## config.mk

```make
export PLATFORM = sky130hd
export DESIGN_NAME = priority_interrupt_encoder
export DESIGN_NICKNAME = d
export VERILOG_FILES = /design/src/rtl/priority_interrupt_encoder.sv
export SDC_FILE = /design/constraint.sdc
export NUM_CORES = 1
export LEC_CHECK = 0
export ABC_CLOCK_PERIOD_IN_PS = 1100
export BUFFER_PORTS_ARGS = -buffer_cell sky130_fd_sc_hd__buf_2
export CAP_MARGIN = 20
export CORE_ASPECT_RATIO = 1.1
export CORE_MARGIN = 1
export CORE_UTILIZATION = 43
export CTS_BUF_LIST = sky130_fd_sc_hd__clkbuf_8
export CTS_CLUSTER_DIAMETER = 40
export DETAILED_ROUTE_END_ITERATION = 7
export MAX_ROUTING_LAYER = met4
export PLACE_DENSITY = 0.85
export RECOVER_POWER = 100
export SETUP_SLACK_MARGIN = 0.3
export SLEW_MARGIN = 30
export SYNTH_ARGS = -nofsm -noshare
export SYNTH_HDL_FRONTEND = slang
export SYNTH_SLANG_ARGS = --single-unit
```

## constraint.sdc

```tcl
create_clock -name clk -period 1.1 [get_ports clk]
set_input_delay 0.22 -clock clk [delete_from_list [all_inputs] [get_ports clk]]
set_output_delay 0.22 -clock clk [all_outputs]
set_load 0.05 [all_outputs]
```

## src/rtl/priority_interrupt_encoder.sv

```systemverilog
// Registered priority interrupt encoder: masked level/edge request capture,
// ack handshake, optional round-robin (PRIORITY_INTERRUPT_ENCODER_ROUND_ROBIN_EN).
// Ports: clk, resetN (async low), inputSignals, maskWrite, maskData, mask,
//        ack, anySignalActive, activeSignalIndex.
module priority_interrupt_encoder #(
  parameter int                  CHANNELS    = 16,
  parameter int                  INDEX_WIDTH = 4,
  parameter logic [CHANNELS-1:0] EDGE_MASK   = '0
) (
  input  logic                   clk,
  input  logic                   resetN,
  input  logic [CHANNELS-1:0]    inputSignals,
  input  logic                   maskWrite,
  input  logic [CHANNELS-1:0]    maskData,
  output logic [CHANNELS-1:0]    mask,
  input  logic                   ack,
  output logic                   anySignalActive,
  output logic [INDEX_WIDTH-1:0] activeSignalIndex
);

  logic [CHANNELS-1:0]    prev_q, prev_d;
  logic [CHANNELS-1:0]    pend_q, pend_d;
  logic [CHANNELS-1:0]    mask_q, mask_d;
  logic [CHANNELS-1:0]    eff;
  logic [INDEX_WIDTH-1:0] idx;
  logic                   any;
  logic                   acc;

`ifdef PRIORITY_INTERRUPT_ENCODER_ROUND_ROBIN_EN
  logic [INDEX_WIDTH-1:0] ptr_q, ptr_d;
  int                     c;
`endif

  // Selection looks only at registers, so no input reaches the outputs.
  always_comb begin
    eff = pend_q & mask_q;
    any = |eff;
    idx = '0;
`ifdef PRIORITY_INTERRUPT_ENCODER_ROUND_ROBIN_EN
    c = 0;
    // Descending scan: last hit is the one nearest the pointer.
    for (int k = CHANNELS - 1; k >= 0; k--) begin
      c = int'(ptr_q) + k;
      if (c >= CHANNELS) c = c - CHANNELS;
      if (eff[c]) idx = INDEX_WIDTH'(c);
    end
`else
    for (int i = CHANNELS - 1; i >= 0; i--) begin
      if (eff[i]) idx = INDEX_WIDTH'(i);
    end
`endif
  end

  assign anySignalActive   = any;
  assign activeSignalIndex = idx;
  assign mask              = mask_q;
  assign acc               = ack & any;

  always_comb begin
    prev_d = inputSignals;
    mask_d = maskWrite ? maskData : mask_q;
    pend_d = pend_q;
    for (int i = 0; i < CHANNELS; i++) begin
      if (EDGE_MASK[i]) begin
        // A new rise beats a same-edge clear.
        pend_d[i] = (inputSignals[i] & ~prev_q[i]) |
                    (pend_q[i] & ~(acc && idx == INDEX_WIDTH'(i)));
      end else begin
        pend_d[i] = inputSignals[i];
      end
    end
  end

`ifdef PRIORITY_INTERRUPT_ENCODER_ROUND_ROBIN_EN
  always_comb begin
    ptr_d = ptr_q;
    if (acc) begin
      if (int'(idx) == CHANNELS - 1) ptr_d = '0;
      else                           ptr_d = idx + INDEX_WIDTH'(1);
    end
  end

  always_ff @(posedge clk or negedge resetN) begin
    if (!resetN) ptr_q <= '0;
    else         ptr_q <= ptr_d;
  end
`endif

  always_ff @(posedge clk or negedge resetN) begin
    if (!resetN) begin
      prev_q <= '0;
      pend_q <= '0;
      mask_q <= '0;
    end else begin
      prev_q <= prev_d;
      pend_q <= pend_d;
      mask_q <= mask_d;
    end
  end

endmodule

```

==> metrics.txt, run 1 <==
final worst-path cycle share=184.8%; GRT Total Usage=27.38%; Reg2Reg Setup Slack=-0.05 ns; Seq/Total Area, Yosys=65.31%; syn avg cell area=13.93 µm²; Synth cell types=16; yosys warns=0; initial DRC count=46; Clock Path Buffers=2; clock skew=0 ns; status=complete, but fails checks; Worst Path Max Fanout=2; fin crit period=2.032 ns; # clock sinks=32; Fin. Hold Viols=13; core box area=2591 µm²; WL/cell=19.90 µm; Mapped Nets=~120; HPWL Detailed=2349 µm; worst reg2reg path depth=4; Die Area=~3000 µm²; area added between synthesis and finish=77.96%; GP Congestion=0.8444; Lkg Pwr=just over 1 nW; reg2reg start=mask[5]$_DFFE_PN0P_; worst hold path class=in2async; kind of cell adding the most delay to the critical path=compound AO/OA/AOI/OAI gates; pin count of the biggest net entering global routing=20; Worst-Margin Slew=0.7587 ns; CP Launch Type=register; Max transition margin=49.42%; RSZ-0062 raised after global routing=true; Worst Setup Slack, final=-0.9323 ns; final instance area=roughly 2200 µm²; routed wire length=4358 µm; final setup vio count=22; fmax=0.4920 GHz; Required @ worst endpoint=between 0.8 and 0.9 ns; number of global-route vias before repair=approximately 1200; peak supply drop=~1500 µV; Pre-antenna DRT Iters=4; Mapped Cells=88; clk_lat worst skew=0.29 ns; initial antenna violation count=0; Yosys top cell area share=around 65%; site row count=19; Crit Path Category=reg2out; total grt overflow=0; Num CTS Buffers=5; Largest stage delay, worst path=0.40 ns; WP data arrival=1.81 ns; Hold Slack=-0.02429 ns; Reg clk slew, reported paths=0.07 ns; flops & latches, synth=32; total number of vias=approximately 1200; violated checks=hold timing, setup timing; Critical Path Slowest Stage Cell=dfrtp_1; H-tree lvl count=2; Power Density=1579 nW/µm²; TritonCTS clock tree=built; Crit Reg-Reg Endpoint=mask[5]$_DFFE_PN0P_; IO Port Bufs=between 50 and 60; Critical path buffers and inverters=2; initial core utilization=between 40% and 50%; Cell Area, Placed=~1800 µm²; Synth Cell Area=1226 µm²; global-route wire length before repair=5478 µm; max-slew violations=0; fin nets=222; Crit. End Element=primary output; die width=52.92 µm; Die Y=roughly 58 µm; drc violations=0; I/O pin count=57; cell taking the most area after synthesis=dfrtp_1; crit path cell chain=buf_4, a222oi_1, o21ai_1, a32o_2, buf_6; root buf cell=clkbuf_8; Final ANT Viol Nets=0; fraction of layout cells with a size suffix above 1=69.52%; largest cells by area after synthesis=dfrtp_1, mux2_2, a22o_1, nand2_1, a222oi_1; max cap viols=0; Vias/cell=5.511
[final cells by class]
class                           count  area, µm²
Sequential cell                    32      820.8
Timing Repair Buffer               93      742.0
Multi-Input combinational cell     54      485.5
Fill cell                         136      409.1
Clock buffer                        6      82.58
Tap cell                           31      38.79
Clock inverter                      2      10.01
Antenna cell                        1      2.502
[metal layers]
layer	vias up	wire length [µm]	track usage (%)
met3	21	311	8.661
met2	77	2430	46.84
met5	-	0	-
met4	0	180	18.42
met1	584	1436	25.18
li1	525	-	-
[worst register-to-register path, delay by kind of cell (launching register included)]
kind                   cells  cell delay, ns
buffers and inverters      3            0.34
DFF                        1            0.43
muxes                      1            0.26
[stage by stage]
stage          utilization [%]  setup WS [ns]  std cells  TNS [ns]  power (mW)
2_1_floorplan                -         -1.342         88    -3.451       1.868
3_3_place_gp             68.95        -0.5324        197    -2.383       2.187
3_5_place_dp             68.95        -0.6477        197    -2.695       2.213
4_1_cts                  82.42        -0.9180        209    -5.575       3.357
5_1_grt                  84.11        -0.9893        218    -7.703       3.540
6_report                 84.21        -0.9323        219    -6.739       3.446
[synthesized netlist by cell type]
cell	number
nor2b_1	2
a32o_1	2
nor2_1	2
nand2_1	11
a22o_1	5
nand3_1	3
o31ai_1	1
nor3_1	2
a222oi_1	3
a22oi_1	3
a31oi_1	2
o21ai_0	1
a211oi_1	1
buf_2	2
dfrtp_1	32
mux2_2	16
[repair_timing]
action                                 4_1_cts  5_1_grt
setup endpoints to repair                   36       37
setup buffers                                4        9
endpoints found under the hold margin       13       13
gates cloned                                 0        0
resized for setup                           67       23
pin swaps                                    4        6
[registers in the layout, summed over array words and instances, names as in the netlist]
register / count
pend_q: 16
mask: 16
[power by group]
| group | switching [mW] | internal (mW) | leakage, nW | total (mW) |
|---|---|---|---|---|
| clock | 0.450 | 0.499 | 0.0510 | 0.949 |
| combinational | 0.628 | 0.518 | 0.613 | 1.15 |
| sequential | 0.0742 | 1.28 | 0.357 | 1.35 |
| total | 1.15 | 2.29 | 1.02 | 3.45 |
[layout by cell type (no fill, tap or decap), types with 2 or more instances in the layout]
master    count
buf_8        17
buf_6        11
clkbuf_1     14
nand3_1       2
a222oi_1      3
clkbuf_8      6
mux2_2       15
dfrtp_2      16
a22o_1        5
clkinv_2      2
nand2_1       9
dfrtp_1      16
buf_4        16
a31oi_1       2
nor2_4        2
buf_2        33
a22oi_2       3
[cell families (layout without fill, tap and decap cells)]
logic type / after synthesis / in the layout / synth area share [%]
muxes: 16 / 16 / 14.69
other: 0 / 1 / 0
AOI/OAI and AO/OA: 18 / 18 / 12.14
and+or+nand+nor: 20 / 20 / 7.041
DFF: 32 / 32 / 65.31
buffers and inverters: 2 / 101 / 0.8164
[how the worst max path moves through the flow]
stage | from | cells past startpoint | endpoint | slack (ns)
floorplan | mask[9]$_DFFE_PN0P_ | 4 | activeSignalIndex[1] | -1.34
global placement | mask[5]$_DFFE_PN0P_ | 5 | activeSignalIndex[1] | -0.53
detailed placement | mask[5]$_DFFE_PN0P_ | 5 | activeSignalIndex[1] | -0.65
CTS | mask[5]$_DFFE_PN0P_ | 5 | activeSignalIndex[1] | -0.92
global route | mask[14]$_DFFE_PN0P_ | 6 | activeSignalIndex[0] | -0.99
finish | pend_q[5]$_DFF_PN0_ | 5 | activeSignalIndex[0] | -0.93
(Power assumes the default switching activity.)
==> run 2, diff against run 1 <==
--- a/config.mk
+++ b/config.mk
@@ -5,6 +5,7 @@
 export SDC_FILE = /design/constraint.sdc
 export NUM_CORES = 1
 export LEC_CHECK = 0
+export ABC_AREA = 1
 export ABC_CLOCK_PERIOD_IN_PS = 1100
 export BUFFER_PORTS_ARGS = -buffer_cell sky130_fd_sc_hd__buf_2
 export CAP_MARGIN = 20
@@ -15,9 +16,8 @@
 export CTS_CLUSTER_DIAMETER = 40
 export DETAILED_ROUTE_END_ITERATION = 7
 export MAX_ROUTING_LAYER = met4
-export PLACE_DENSITY = 0.85
+export PLACE_DENSITY = 0.84
 export RECOVER_POWER = 100
-export SETUP_SLACK_MARGIN = 0.3
 export SLEW_MARGIN = 30
 export SYNTH_ARGS = -nofsm -noshare
 export SYNTH_HDL_FRONTEND = slang
==> run 2 against run 1 <==
The run ends with setup timing left; non-clock buffer count is 3 lower; synthesized area up 0.41%; total power rose by 1.5%; sequential share of layout area decreased by 1.6 points; clock power fell by 4.4%; worst setup slack got worse by 0.13 ns; global-route usage increased by 2.8 points; via count rose by 2.5%.
==> metrics.txt, run 2 <==
status=complete, but fails checks; violated checks=setup timing; register area=820.8 µm² (unchanged); Synth cell types=17 (+1); routed wire length=4573 µm (+4.9%); cell taking the most area after synthesis=dfrtp_1; flops & latches, synth=32 (unchanged); Mapped Nets=141 (+14%); Seq/Total Area, Yosys=65.04% (-0.27 points); Reg2Reg Setup Slack=0.05 ns (+0.10 ns); worst hold path class=in2reg; reg2reg start=mask[13]$_DFFE_PN0P_; fraction of layout cells with a size suffix above 1=76.62% (+7.1 points); drc violations=0 (unchanged); GRT Total Usage=30.15% (+2.8 points); Net Sw Frac=33.56% (+0.13 points); site row count=20 (+1); RSZ-0062 raised after global routing=true; Required @ worst endpoint=0.88 ns (about the same); I/O pin count=57 (unchanged); Worst Path Max Fanout=2 (unchanged); root buf cell=clkbuf_8; Hold Slack=0.04020 ns (+0.06449 ns); peak supply drop=1340 µV (-10%); most used flip-flop cell after synthesis=dfrtp_1; switching power=1.174 mW (+1.9%); clk_lat worst skew=0.28 ns (about the same); syn avg cell area=11.73 µm² (-16%); Largest stage delay, worst path=0.41 ns (about the same); IO Port Bufs=55 (unchanged); fin nets=236 (+6.3%); max-slew violations=0 (unchanged); # clock sinks=32 (unchanged); global-route wire length before repair=6058 µm (+11%); CP Launch Point=mask[14]$_DFFE_PN0P_; TritonCTS clock tree=built; Vias/cell=5.286 (-4.1%); Pre-antenna DRT Iters=4 (unchanged); Internal Power=2.324 mW (+1.3%); Synth top cells by count=nand2_1, dfrtp_1, mux2_2, inv_1, nand2_2; Max transition margin=74.53% (+25 points); pin count of the biggest net entering global routing=19 (-5.0%); number of global-route vias before repair=1273 (+3.7%); CP Launch Type=register; initial core utilization=44.73% (-2.6 points); kind of cell adding the most delay to the critical path=simple AND/OR/NAND/NOR gates; Num CTS Buffers=5 (unchanged); GP Congestion=0.8048 (-4.7%); fin crit period=2.159 ns (+0.1270 ns); yosys warns=0 (unchanged); Fin. Hold Viols=0 (-13); Critical Path Slowest Stage Cell=dfrtp_2; Reg clk slew, reported paths=0.06 ns (about the same); Post-synth EDFFs=0 (unchanged); most frequent cells in the layout=buf_2, buf_6, nand2_1; timing endpoint of the critical path=activeSignalIndex[0]; Crit. End Element=primary output; clock power share=25.9% (-1.6 points); Power Density=1537 nW/µm² (-2.7%); worst reg2reg path depth=3 (-1); Non-Filler Instances=234 (+6.8%); critical path's most frequent cell=nand2_1; post-placement cell count=219 (+11%); area of the multi-input gates=523.0 µm² (+7.7%); fillers=146 (+7.4%); total number of vias=1237 (+2.5%); core box area=2753 µm² (+6.2%); Worst-Margin Slew=0.3807 ns (-0.3780 ns); final worst-path cycle share=196.3% (+12 points); WL/cell=19.54 µm (-1.8%); H-tree lvl count=2 (unchanged); Crit Path Category=reg2out; Power, Total=3.498 mW (+1.5%); Yosys top cell area share=65.04% (-0.27 points); clock skew=0 ns (unchanged); Lkg Pwr=1.111 nW (+8.7%); antenna cells=0 (-1); initial DRC count=58 (+26%); max cap viols=0 (unchanged); top-count cell post-synth=nand2_1; Clock Path Buffers=2 (unchanged); Async SR Flop Fraction=100.0% (unchanged); fmax=0.4631 GHz (-5.9%); Die Y=58.12 µm (+0.20%); Crit Reg-Reg Endpoint=mask[13]$_DFFE_PN0P_; initial antenna violation count=0 (unchanged); Die Area=3082 µm² (+0.40%); die width=53.02 µm (+0.20%); Critical Path Stages=16 (+11); crit path cell chain=nand2_2, nand2_2, nand2_2, nand2_2, nand2_2, nand2_1, nand2_1, nand2_1, nand2_1, nand2_1, nand2_1, nand2_1, nand2_1, nand2_2, a21oi_4, buf_6; largest cells by area after synthesis=dfrtp_1, mux2_2, nand2_1, nand2_2, inv_1; final setup vio count=20 (-9.1%); Synth Cell Area=1231 µm² (+0.41%); Flop pwr share=38.5% (-0.7 points); Mapped Cells=105 (+19%); Worst Setup Slack, final=-1.059 ns (-0.1270 ns); total grt overflow=0 (unchanged); HPWL Detailed=2266 µm (-3.5%); Gate power share=35.6% (+2.3 points); most common cell after layout, fill and taps aside=buf_2; Final ANT Viol Nets=0 (unchanged); Critical path buffers and inverters=1 (-1); WP data arrival=1.94 ns (+0.13 ns); area added between synthesis and finish=84.86%
[run 2: layer usage]
metal	wire length [µm]	global-route usage (%)	part of all wire, %
met5	0	-	0
met4	179	12.03	3.9
met2	2516	51.54	55
met1	1598	31.33	35
met3	278	9.974	6.1
[run 2: power by group through the flow]
stage                     clock [mW]  combinational, mW  sequential, mW
after floorplan                    0              0.337            1.56
after global placement             0              0.894            1.34
after detailed placement           0              0.923            1.35
after CTS                      0.908               1.15            1.34
after global routing           0.977               1.29            1.35
final                          0.907               1.25            1.35
[run 2: metrics by stage]
| stage | worst slack, ns | cell area, µm² | setup TNS [ns] | util [%] |
|---|---|---|---|---|
| 3_3_place_gp | -0.5983 | 1864 | -2.407 | 67.73 |
| 5_1_grt | -1.166 | 2276 | -6.653 | 82.68 |
| 4_1_cts | -0.8119 | 2221 | -4.849 | 80.68 |
| 6_report | -1.059 | 2276 | -5.990 | 82.68 |
| 3_5_place_dp | -0.6170 | 1864 | -2.636 | 67.73 |
| 2_1_floorplan | -0.7167 | 1323 | -2.837 | - |
[run 2: what timing repair did]
item | CTS | global route
endpoints found under the setup margin | 21 | 21
buffers inserted | 2 | 8
gates resized for setup | 74 | 16
pin swaps | 6 | 9
endpoints found under the hold margin | 14 | 0
hold buffers | 1 | 0
[run 2: cell type report]
type	instances	area share, %
flip-flops and latches	32	36.06
repair buffers	90	34.36
multi-input cells	66	22.98
clock buffers	6	3.628
well taps	33	1.814
inverters	5	0.8246
clock inverters	2	0.3299
[run 2: how the worst min path moves through the flow]
stage / from / to / depth (start not counted) / slack [ns]
floorplan: resetN / mask[0]$_DFFE_PN0P_ / 0 / -0.08
global placement: resetN / pend_q[9]$_DFF_PN0_ / 1 / 0.15
detailed placement: resetN / pend_q[9]$_DFF_PN0_ / 1 / 0.15
CTS: inputSignals[11] / pend_q[11]$_DFF_PN0_ / 1 / 0.04
global route: inputSignals[12] / pend_q[12]$_DFF_PN0_ / 1 / 0.03
finish: inputSignals[13] / pend_q[13]$_DFF_PN0_ / 1 / 0.04
[run 2: cells by family after synthesis]
kind of cell           synth area share (%)
AOI/OAI and AO/OA                     3.151
buffers and inverters                 2.337
DFF                                   65.04
muxes                                 14.63
and+or+nand+nor                       14.84
